===== src/rtl/random_word_collector_pkg.sv =====
// Shared helpers for the random word collector and its word FIFO.
package random_word_collector_pkg;

  // Width of a counter or index that must address n distinct values (never zero).
  function automatic int unsigned width_for(input int unsigned n);
    return (n > 1) ? $clog2(n) : 1;
  endfunction

endpackage


===== src/rtl/random_word_collector_word_fifo.sv =====
// Small synchronous FIFO with a registered head word and a single-cycle flush.
// The head register changes only on a pop or on a push into an empty FIFO,
// so the output holds its last value while the FIFO is empty.
module word_fifo
  import random_word_collector_pkg::*;
#(
  parameter int unsigned WIDTH = 32,
  parameter int unsigned DEPTH = 4
) (
  input  logic             clk,
  input  logic             rst_n,
  input  logic             flush,
  input  logic             push,
  input  logic [WIDTH-1:0] data,
  input  logic             pop,
  output logic             full,
  output logic             empty,
  output logic [WIDTH-1:0] head
);

  localparam int unsigned PTR_W = width_for(DEPTH);

  logic [WIDTH-1:0] mem [DEPTH];
  logic [PTR_W:0]   wr_ptr;
  logic [PTR_W:0]   rd_ptr;
  logic [PTR_W:0]   next_rd;
  logic [PTR_W:0]   count;
  logic             do_push;
  logic             do_pop;

  // Occupancy, guarded push/pop and the address of the word behind the head.
  always_comb begin
    count   = wr_ptr - rd_ptr;
    full    = (count == (PTR_W+1)'(DEPTH));
    empty   = (wr_ptr == rd_ptr);
    do_push = push && !full && !flush;
    do_pop  = pop && !empty && !flush;
    next_rd = rd_ptr + (PTR_W+1)'(1);
  end

  // Storage array; holds data only, so it carries no reset.
  always_ff @(posedge clk) begin
    if (do_push) begin
      mem[wr_ptr[PTR_W-1:0]] <= data;
    end
  end

  // Pointers and the registered head word.
  always_ff @(posedge clk or negedge rst_n) begin
    if (!rst_n) begin
      wr_ptr <= '0;
      rd_ptr <= '0;
      head   <= '0;
    end else if (flush) begin
      wr_ptr <= '0;
      rd_ptr <= '0;
    end else begin
      if (do_push) begin
        wr_ptr <= wr_ptr + (PTR_W+1)'(1);
      end
      if (do_pop) begin
        rd_ptr <= next_rd;
      end
      if (do_push && empty) begin
        head <= data;
      end else if (do_pop) begin
        if (count > (PTR_W+1)'(1)) begin
          head <= mem[next_rd[PTR_W-1:0]];
        end else if (do_push) begin
          head <= data;
        end
      end
    end
  end

endmodule


===== src/rtl/random_word_collector.sv =====
// Consumer end of the randomness handshake: captures RATE-bit chunks with a
// valid/received protocol, packs them little-endian into WORD-bit words,
// buffers the words and runs a repetition-count health test on the chunks.
module random_word_collector
  import random_word_collector_pkg::*;
#(
  parameter int unsigned RATE         = 8,
  parameter int unsigned WORD         = 32,
  parameter int unsigned FIFO_DEPTH   = 4,
  parameter int unsigned REPEAT_LIMIT = 4
) (
  input  logic            clk,
  input  logic            rst_n,
  input  logic [RATE-1:0] in_data,
  input  logic            in_valid,
  output logic            in_received,
  output logic [WORD-1:0] word_data,
  output logic            word_valid,
  input  logic            word_ready,
  input  logic            health_clear,
  output logic            health_fail
);

  localparam int unsigned CHUNKS = WORD / RATE;
  localparam int unsigned CNT_W  = width_for(CHUNKS);
  localparam int unsigned RUN_W  = width_for(REPEAT_LIMIT + 1);
  localparam logic [CNT_W-1:0] LAST_IDX = CNT_W'(CHUNKS - 1);
  localparam logic [RUN_W-1:0] RUN_TRIP = RUN_W'(REPEAT_LIMIT);

  logic [CNT_W-1:0] chunk_cnt;
  logic [WORD-1:0]  partial;
  logic [RATE-1:0]  prev_chunk;
  logic [RUN_W-1:0] run_cnt;
  logic [RUN_W-1:0] run_next;
  logic [WORD-1:0]  full_word;
  logic             last_chunk;
  logic             accept;
  logic             trip;
  logic             push;
  logic             pop;
  logic             fifo_full;
  logic             fifo_empty;

  assign word_valid = !fifo_empty;

  // Accept decision, repetition run update and the word formed by this chunk.
  // A run count of zero marks "no previous chunk" after reset or clear.
  always_comb begin
    last_chunk = (chunk_cnt == LAST_IDX);
    accept     = in_valid && !in_received && !health_fail && !health_clear &&
                 !(last_chunk && fifo_full);
    run_next   = (run_cnt != '0 && in_data == prev_chunk) ? run_cnt + RUN_W'(1) : RUN_W'(1);
    trip       = accept && (run_next == RUN_TRIP);
    full_word  = partial | (WORD'(in_data) << (chunk_cnt * RATE));
    push       = accept && last_chunk && !trip;
    pop        = word_valid && word_ready;
  end

  // Handshake pulse, assembly register, chunk counter and health state.
  always_ff @(posedge clk or negedge rst_n) begin
    if (!rst_n) begin
      in_received <= 1'b0;
      health_fail <= 1'b0;
      chunk_cnt   <= '0;
      partial     <= '0;
      prev_chunk  <= '0;
      run_cnt     <= '0;
    end else begin
      in_received <= accept;
      if (health_clear) begin
        health_fail <= 1'b0;
        chunk_cnt   <= '0;
        partial     <= '0;
        prev_chunk  <= '0;
        run_cnt     <= '0;
      end else if (trip) begin
        // The failing chunk is acknowledged but never enters a word.
        health_fail <= 1'b1;
        chunk_cnt   <= '0;
        partial     <= '0;
        prev_chunk  <= in_data;
        run_cnt     <= '0;
      end else if (accept) begin
        prev_chunk <= in_data;
        run_cnt    <= run_next;
        if (last_chunk) begin
          chunk_cnt <= '0;
          partial   <= '0;
        end else begin
          chunk_cnt <= chunk_cnt + CNT_W'(1);
          partial   <= full_word;
        end
      end
    end
  end

  word_fifo #(
    .WIDTH (WORD),
    .DEPTH (FIFO_DEPTH)
  ) u_word_fifo (
    .clk   (clk),
    .rst_n (rst_n),
    .flush (trip),
    .push  (push),
    .data  (full_word),
    .pop   (pop),
    .full  (fifo_full),
    .empty (fifo_empty),
    .head  (word_data)
  );

endmodule


===== config.mk =====
export PLATFORM = sky130hd
export DESIGN_NAME = random_word_collector
export DESIGN_NICKNAME = d
export VERILOG_FILES = /design/src/rtl/random_word_collector_pkg.sv /design/src/rtl/random_word_collector_word_fifo.sv /design/src/rtl/random_word_collector.sv
export SDC_FILE = /design/constraint.sdc
export NUM_CORES = 1
export LEC_CHECK = 0
export BUFFER_PORTS_ARGS = -buffer_cell sky130_fd_sc_hd__buf_4
export CORE_MARGIN = 1
export CORE_UTILIZATION = 61
export CTS_CLUSTER_SIZE = 20
export DETAILED_ROUTE_END_ITERATION = 12
export GPL_TIMING_DRIVEN = 0
export PLACE_DENSITY = 0.9
export SYNTH_ARGS = -nofsm -noshare
export SYNTH_HDL_FRONTEND = slang
export SYNTH_SLANG_ARGS = --single-unit

===== constraint.sdc =====
create_clock -name clk -period 4.88 [get_ports clk]
set_input_delay 0.976 -clock clk [delete_from_list [all_inputs] [get_ports clk]]
set_output_delay 0.976 -clock clk [all_outputs]
set_load 0.02 [all_outputs]

==> results_tabular.tex, run 1 <==
\begin{tabular}{lr}
\hline
Metric & Value \\
\hline
\multicolumn{2}{l}{\textbf{Cells and area}} \\
Nets@finish & 712 \\
Share of post-route cells with drive strength above 1 & 0.1792 \\
Area growth from synthesis to layout & 14.80\% \\
Final core occ & 0.7230 \\
Post-route cell area & 10110 um\^{}2 \\
Antenna diode count & 0 \\
\multicolumn{2}{l}{\textbf{Clocking}} \\
Clock buffer count from CTS & 21 \\
Clock edge transition at the registers on the reported setup and hold paths & approximately 0.060 ns \\
Worst-Skew Late Latency & 0.49 ns \\
Number of instances resized during post-cts repair & 0 \\
Number of buffers inserted to repair setup after CTS & 0 \\
CTS Root Cell & sky130\_fd\_sc\_hd\_\_clkbuf\_16 \\
Clk sink count & 213 \\
Hold Buf Count CTS & 0 \\
Clk buf depth & 3 \\
TritonCTS clock tree & built \\
Deepest level of the CTS H-tree & 1 \\
\multicolumn{2}{l}{\textbf{Yosys}} \\
Synth warn & 0 \\
Fraction of the yosys area taken by sequential cells & 0.6777 \\
Avg Inst Size Synth & 14.28 um\^{}2 \\
Count of flip-flops with a built-in enable after synthesis & 128 \\
FFs w/ async S/R, synth & 0.3991 \\
Synthesized Nets & 641 \\
Number of standard cells after synthesis & 617 \\
Post-synth cell types & 37 \\
Synth Cell Area & 8810 um\^{}2 \\
Top FF cell, synth & sky130\_fd\_sc\_hd\_\_edfxtp\_1 \\
Number of synthesized register bits & 213 \\
\multicolumn{2}{l}{\textbf{Place}} \\
Detailed-placement wirelength estimate & around 12000 um \\
Post-DP Area & 9427 um\^{}2 \\
Post-placement worst setup slack & 1.293 ns \\
Final weighted congestion in routability-driven placement & about 0.89 \\
Port bufs & 47 \\
\multicolumn{2}{l}{\textbf{Worst setup path}} \\
Startpoint type of the worst setup path & flop \\
Required @ worst endpoint & 4.98 ns \\
Arr. time, crit path & 3.42 ns \\
Crit path kind & reg2reg \\
Worst Path Max Fanout & 32 \\
Crit end category & flop \\
\multicolumn{2}{l}{\textbf{Die}} \\
Starting density of the core & 0.6298 \\
Die Area & 14930 um\^{}2 \\
Cell row count & 43 \\
I/O pin cnt & 48 \\
Die height & 122.2 um \\
Area of the core & 13990 um\^{}2 \\
Die extent in x & 122.2 um \\
\multicolumn{2}{l}{\textbf{Global route}} \\
First-pass GRT wire length & 32300 um \\
Antenna violations before repair & 0 \\
GRT Residual Overflow & 0 \\
All-Layer GR Usage & 0.2929 \\
Pin count of the biggest net entering global routing & 86 \\
Number of global-route vias before repair & 5964 \\
\multicolumn{2}{l}{\textbf{Routing}} \\
Average vias per placed instance & 6.413 \\
Final Routed Wirelength & 20530 um \\
Vias after detailed routing & 5663 \\
Post-detailed-route DRC marker count & 0 \\
Iteration-0 DRC Markers & 527 \\
Detail-routed net length per standard cell & roughly 23 um \\
Detailed-routing iteration count for the pre-antenna-repair pass & 8 \\
Final ANT Viol Nets & 0 \\
\multicolumn{2}{l}{\textbf{Power and ir drop}} \\
Leakage & around 0.0042 uW \\
Total power density per cell area & 621.3 nW/um\^{}2 \\
Design Power & roughly 6300 uW \\
Worst voltage drop across the vdd grid & about 0.00032 V \\
\multicolumn{2}{l}{\textbf{Hold path}} \\
Type of the worst min-delay path & reg2reg \\
\multicolumn{2}{l}{\textbf{Timing}} \\
Fin. max-slew vios & 0 \\
Setup ws final & between 1.5 and 2 ns \\
Setup repair after global routing missed its margin & false \\
Final setup violation count & 0 \\
Worst relative slew slack & 0.2550 \\
Measured slew at the worst slew-check pin & 1.117 ns \\
Minimum clock period & 3.321 ns \\
Clock tree skew after final layout & 0.01673 ns \\
FMAX & 301.1 MHz \\
Share of the clock period used by the worst path after layout & 0.6805 \\
Final Hold Vio Count & 0 \\
\multicolumn{2}{l}{\textbf{Outcome}} \\
Run status & finished clean \\
\multicolumn{2}{l}{\textbf{Flow run}} \\
Count of max-cap constraint violations & 0 \\
\hline
\end{tabular}
## layout by cell type (no fill, tap or decap), types with 4 or more instances in the layout
master	instances
sky130_fd_sc_hd__a21o_1	9
sky130_fd_sc_hd__a21oi_1	66
sky130_fd_sc_hd__and3_1	8
sky130_fd_sc_hd__buf_2	5
sky130_fd_sc_hd__buf_4	47
sky130_fd_sc_hd__clkbuf_1	25
sky130_fd_sc_hd__clkbuf_16	21
sky130_fd_sc_hd__clkinv_1	4
sky130_fd_sc_hd__clkinv_2	5
sky130_fd_sc_hd__dfrtp_1	85
sky130_fd_sc_hd__edfxtp_1	128
sky130_fd_sc_hd__ha_1	10
sky130_fd_sc_hd__inv_1	40
sky130_fd_sc_hd__mux2i_1	32
sky130_fd_sc_hd__mux4_2	32
sky130_fd_sc_hd__nand2_1	41
sky130_fd_sc_hd__nand3_1	4
sky130_fd_sc_hd__nor2_1	45
sky130_fd_sc_hd__o21ai_0	38
sky130_fd_sc_hd__xnor2_1	12
sky130_fd_sc_hd__xor2_1	4
## where the power goes
group / switching, uW / total, uW / internal (uW)
clock: 663 / 1610 / 950
combinational: 1390 / 2410 / 1030
sequential: 130 / 2260 / 2130
total: 2180 / 6280 / 4100
## cell families (layout without fill, tap and decap cells)
| logic type | after synthesis | in the layout | synth area share |
|---|---|---|---|
| adders and majority gates | 11 | 11 | 0.01648 |
| AOI/OAI and AO/OA | 124 | 124 | 0.07797 |
| and+or+nand+nor | 118 | 118 | 0.05894 |
| xor gates and xnor gates | 16 | 16 | 0.01591 |
| muxes | 64 | 64 | 0.1182 |
| buffers and inverters | 71 | 157 | 0.03479 |
| DFF | 213 | 213 | 0.6777 |
## flip-flops by register name, summed over array words and instances, names as in the netlist, 2 cells and up
signal	cells
prev_chunk	8
u_word_fifo.mem	128
u_word_fifo.rd_ptr	3
u_word_fifo.wr_ptr	3
partial	32
chunk_cnt	2
run_cnt	3
u_word_fifo.head	32
## area by class of cell
type | count | area, um^2
tap | 180 | 225.2
clock buffer | 23 | 533.0
inverter | 40 | 150.1
timing repair buffer | 48 | 380.4
sequential | 213 | 5971
buffer | 31 | 156.4
multi-input combinational | 333 | 2544
fill | 810 | 3875
clock inverter | 15 | 153.9
## Yosys cell counts (2+ instances only)
| cell | number | area, um^2 |
|---|---|---|
| sky130_fd_sc_hd__inv_1 | 40 | 150.1 |
| sky130_fd_sc_hd__buf_2 | 5 | 25.02 |
| sky130_fd_sc_hd__nand2_1 | 41 | 153.9 |
| sky130_fd_sc_hd__dfrtp_1 | 85 | 2127 |
| sky130_fd_sc_hd__and3_1 | 8 | 50.05 |
| sky130_fd_sc_hd__nor3_1 | 3 | 15.01 |
| sky130_fd_sc_hd__a31oi_1 | 2 | 12.51 |
| sky130_fd_sc_hd__and2_1 | 5 | 31.28 |
| sky130_fd_sc_hd__buf_8 | 3 | 45.04 |
| sky130_fd_sc_hd__nor2b_1 | 3 | 18.77 |
| sky130_fd_sc_hd__nor2_1 | 46 | 172.7 |
| sky130_fd_sc_hd__o21ai_0 | 38 | 190.2 |
| sky130_fd_sc_hd__edfxtp_1 | 128 | 3844 |
| sky130_fd_sc_hd__a21o_1 | 9 | 67.56 |
| sky130_fd_sc_hd__xor2_1 | 4 | 35.03 |
| sky130_fd_sc_hd__a211oi_1 | 2 | 15.01 |
| sky130_fd_sc_hd__clkbuf_1 | 23 | 86.33 |
| sky130_fd_sc_hd__mux4_2 | 32 | 720.7 |
| sky130_fd_sc_hd__a21oi_1 | 66 | 330.3 |
| sky130_fd_sc_hd__ha_1 | 10 | 125.1 |
| sky130_fd_sc_hd__mux2i_1 | 32 | 320.3 |
| sky130_fd_sc_hd__nand3_1 | 4 | 20.02 |
| sky130_fd_sc_hd__or3_1 | 3 | 18.77 |
| sky130_fd_sc_hd__xnor2_1 | 12 | 105.1 |
## worst max-delay path, stage by stage, from the launching register on
cell and delay [ns]:
sky130_fd_sc_hd__dfrtp_1 0.41, sky130_fd_sc_hd__inv_1 0.11, sky130_fd_sc_hd__ha_1 0.20, sky130_fd_sc_hd__fa_1 0.45, sky130_fd_sc_hd__xnor2_1 0.24, sky130_fd_sc_hd__a41o_1 0.30
sky130_fd_sc_hd__inv_1 0.13, sky130_fd_sc_hd__nand2_1 0.09, sky130_fd_sc_hd__o21a_1 0.15, sky130_fd_sc_hd__and2_2 0.82
## worst paths after layout
kind / from / endpoint / slack, ns / cells after the start
min reg2reg: partial[16] / partial[16] / 0.49 / 2
min in group asynchronous: rst_n / u_word_fifo.wr_ptr[2] / 0.70 / 1
max in group asynchronous: rst_n / u_word_fifo.head[9] / 3.46 / 1
min: partial[16] / partial[16] / 0.49 / 2
max: u_word_fifo.wr_ptr[0] / u_word_fifo.mem[2][20] / 1.56 / 9
max reg2reg: u_word_fifo.wr_ptr[0] / u_word_fifo.mem[2][20] / 1.56 / 9
## metrics by stage
step,setup TNS [ns],hold WS (ns),instances
after detailed placement,0,0.4714,845
final,0,0.4862,883
after global routing,0,0.5031,883
after CTS,0,0.4855,883
after floorplan,0,0.4506,617
after global placement,-5.891,0.4629,844
## metal layers
layer  vias to the layer above  GRT usage  wire (um)
li1                       2388          -          -
met1                      2813     0.3832       7238
met2                       362     0.4816      10420
met3                       100    0.05571       1928
met4                         0     0.1296        947
met5                         -          0          0
(Power assumes the default switching activity.)
==> run 2, diff against run 1 <==
==> constraint.sdc (replaced) <==
create_clock -name clk -period 3.4 [get_ports clk]
set_input_delay 0.68 -clock clk [delete_from_list [all_inputs] [get_ports clk]]
set_output_delay 0.68 -clock clk [all_outputs]
set_load 0.02 [all_outputs]
==> run 2 against run 1 <==
Critical path depth up 1. Clock-buffer cell count rose by 8. Worst setup slack worse by 1.4 ns. Clock skew down 0.0073 ns. First-iteration DRC count decreased by 6.6%. Largest cell class unchanged. Routed wire length fell by 3.0%. Power grew 42%. Hold slack got worse by 0.088 ns. Register-to-register slack got worse by 1.4 ns. Fmax grew 1.6%. Die area unchanged. Cell count did not move.
==> results_tabular.tex, run 2 (synthesis gave the netlist of run 1 again) <==
\begin{tabular}{lr}
\hline
Metric & Value \\
\hline
\multicolumn{2}{l}{\textbf{Timing}} \\
Minimum clock period & 3.267 ns \\
Share of the clock period used by the worst path after layout & 0.9610 \\
Fin. max-slew vios & 0 \\
Total negative slack & 0 ns \\
Setup repair after global routing missed its margin & false \\
FMAX & 306.0 MHz \\
Worst relative slew slack & 0.2636 \\
Final setup violation count & 0 \\
Setup ws final & 0.1325 ns \\
Clock tree skew after final layout & about 0.0095 ns \\
Measured slew at the worst slew-check pin & roughly 1.1 ns \\
Final Hold Vio Count & 0 \\
\multicolumn{2}{l}{\textbf{Global route}} \\
Antenna violations before repair & 0 \\
Number of global-route vias before repair & 5818 \\
First-pass GRT wire length & approximately 31000 um \\
Pin count of the biggest net entering global routing & 86 \\
GRT Residual Overflow & 0 \\
All-Layer GR Usage & 0.2866 \\
\multicolumn{2}{l}{\textbf{Worst setup path}} \\
Startpoint type of the worst setup path & flop \\
Crit-path max cell delay & 0.50 ns \\
Required @ worst endpoint & 3.79 ns \\
Arr. time, crit path & 3.66 ns \\
Crit end category & flop \\
Cell-by-cell listing of the critical path & inv\_1, ha\_1, fa\_1, xnor2\_1, a41o\_1, inv\_1, nor2\_1, clkbuf\_1, nand2\_1, o21ai\_0 \\
Most frequent cell on the critical path & sky130\_fd\_sc\_hd\_\_inv\_1 \\
Setup slack on the worst flop-to-flop path & 0.13 ns \\
Slowest stage cell, crit path & sky130\_fd\_sc\_hd\_\_nor2\_1 \\
Crit path kind & reg2reg \\
Worst Path Max Fanout & 10 \\
\multicolumn{2}{l}{\textbf{Power and ir drop}} \\
Switching share of power & 0.3397 \\
Leakage & 0.004242 uW \\
Power share of the combinational group & 0.381 \\
Fraction of power consumed by sequential logic & 0.362 \\
Worst voltage drop across the vdd grid & 0.0004446 V \\
Internal power & 5887 uW \\
Total power density per cell area & 881.9 nW/um\^{}2 \\
Power dissipated by switching net loads & 3029 uW \\
Clock power frac & 0.257 \\
\multicolumn{2}{l}{\textbf{Cells and area}} \\
Post-Layout Cell Count & 883 \\
Nets@finish & 712 \\
Final core occ & 0.7227 \\
Most common cell after layout, fill and taps aside & sky130\_fd\_sc\_hd\_\_edfxtp\_1 \\
Max FFs per register & 128 \\
Fill cell instance count of the final layout & 857 \\
Antenna diode count & 0 \\
Most frequent cells in the layout & sky130\_fd\_sc\_hd\_\_edfxtp\_1, sky130\_fd\_sc\_hd\_\_dfrtp\_1, sky130\_fd\_sc\_hd\_\_a21oi\_1 \\
Share of post-route cells with drive strength above 1 & 0.1750 \\
Area growth from synthesis to layout & 14.76\% \\
\multicolumn{2}{l}{\textbf{Place}} \\
Final weighted congestion in routability-driven placement & around 0.85 \\
Cell Count Post-Placement & about 850 \\
Post-placement worst setup slack & 0.1466 ns \\
Port bufs & 47 \\
Detailed-placement wirelength estimate & 11590 um \\
\multicolumn{2}{l}{\textbf{Die}} \\
Die height & 122.2 um \\
Die Area & 14930 um\^{}2 \\
Area of the core & 13990 um\^{}2 \\
I/O pin cnt & 48 \\
Die extent in x & 122.2 um \\
Cell row count & 43 \\
Starting density of the core & 0.6298 \\
\multicolumn{2}{l}{\textbf{Clocking}} \\
Clk sink count & 213 \\
Clock buffer count from CTS & 21 \\
Deepest level of the CTS H-tree & 1 \\
Clk buf depth & 3 \\
CTS Root Cell & sky130\_fd\_sc\_hd\_\_clkbuf\_16 \\
Hold Buf Count CTS & 0 \\
Worst-Skew Late Latency & 0.49 ns \\
TritonCTS clock tree & built \\
Number of buffers inserted to repair setup after CTS & 0 \\
Number of instances resized during post-cts repair & 0 \\
Clock edge transition at the registers on the reported setup and hold paths & 0.06 ns \\
\multicolumn{2}{l}{\textbf{Routing}} \\
Final Routed Wirelength & 19910 um \\
Detailed-routing iteration count for the pre-antenna-repair pass & 7 \\
Average vias per placed instance & between 6 and 7 \\
Iteration-0 DRC Markers & approximately 500 \\
Vias after detailed routing & 5580 \\
Post-detailed-route DRC marker count & 0 \\
Detail-routed net length per standard cell & 22.54 um \\
Final ANT Viol Nets & 0 \\
\multicolumn{2}{l}{\textbf{Outcome}} \\
Run status & finished clean \\
\multicolumn{2}{l}{\textbf{Hold path}} \\
Type of the worst min-delay path & in2async \\
\multicolumn{2}{l}{\textbf{Flow run}} \\
Count of max-cap constraint violations & 0 \\
\hline
\end{tabular}
## run 2: changes by cell type in the layout (fill, tap and decap cells not counted)
cell and delta:
sky130_fd_sc_hd__bufinv_16 -1, sky130_fd_sc_hd__clkbuf_1 +5, sky130_fd_sc_hd__clkinvlp_4 -2, sky130_fd_sc_hd__and2_2 -3, sky130_fd_sc_hd__clkinv_1 -2, sky130_fd_sc_hd__clkbuf_8 +3
sky130_fd_sc_hd__and2_4 +3, sky130_fd_sc_hd__clkinv_2 -3
## run 2: worst max-delay path, delay by kind of cell, from the launching register on
kind | cells | cell delay [ns]
AOI/OAI and AO/OA | 2 | 0.44
xor gates and xnor gates | 1 | 0.25
adders and majority gates | 2 | 0.68
buffers and inverters | 3 | 0.69
DFF | 1 | 0.41
and+or+nand+nor | 2 | 0.69
## run 2: power by group through the flow
stage	sequential, uW	clock, uW	combinational [uW]
6_report	3230	2290	3390
5_1_grt	3260	2410	3670
4_1_cts	3230	2300	3400
3_5_place_dp	3270	0	3330
3_3_place_gp	3250	0	3220
2_1_floorplan	3480	0	2140
## run 2: layer usage
| layer | share of wire | track usage | vias to the layer above | wire length (um) |
|---|---|---|---|---|
| met2 | 0.50 | 0.4728 | 345 | 9903 |
| li1 | - | - | 2383 | - |
| met5 | 0 | 0 | - | 0 |
| met4 | 0.047 | 0.1303 | 0 | 931 |
| met1 | 0.38 | 0.3776 | 2770 | 7511 |
| met3 | 0.078 | 0.04775 | 82 | 1560 |
## run 2: metrics by stage
stage                     cell area (um^2)  total power (uW)  hold WS (ns)
final                                10110              8916        0.3978
after global routing                 10110              9336        0.3888
after floorplan                       8812              5619        0.3844
after detailed placement              9427              6598        0.4725
after CTS                            10110              8932        0.3857
after global placement                9390              6476        0.4633
## run 2: path summary, 6_finish.rpt
path,start,endpoint,cells after the start
worst max-delay path,u_word_fifo.wr_ptr[0],partial[26],10
worst min-delay path,rst_n,u_word_fifo.rd_ptr[1],1
worst max register to register,u_word_fifo.wr_ptr[0],partial[26],10
worst min register to register,partial[22],partial[22],2
max in group asynchronous,rst_n,u_word_fifo.head[2],1
min in group clk,health_clear,run_cnt[0],2
## run 2: layout make-up
cell class / instances / area (um^2) / share of cell area
plain buffers: 31 / 156.4 / 0.01547
repair buffers: 48 / 380.4 / 0.03762
inverters: 40 / 150.1 / 0.01485
clock buffers: 31 / 593.1 / 0.05866
flip-flops and latches: 213 / 5971 / 0.5906
well taps: 180 / 225.2 / 0.02228
multi-input cells: 333 / 2547 / 0.2520
clock inverters: 7 / 86.33 / 0.008540
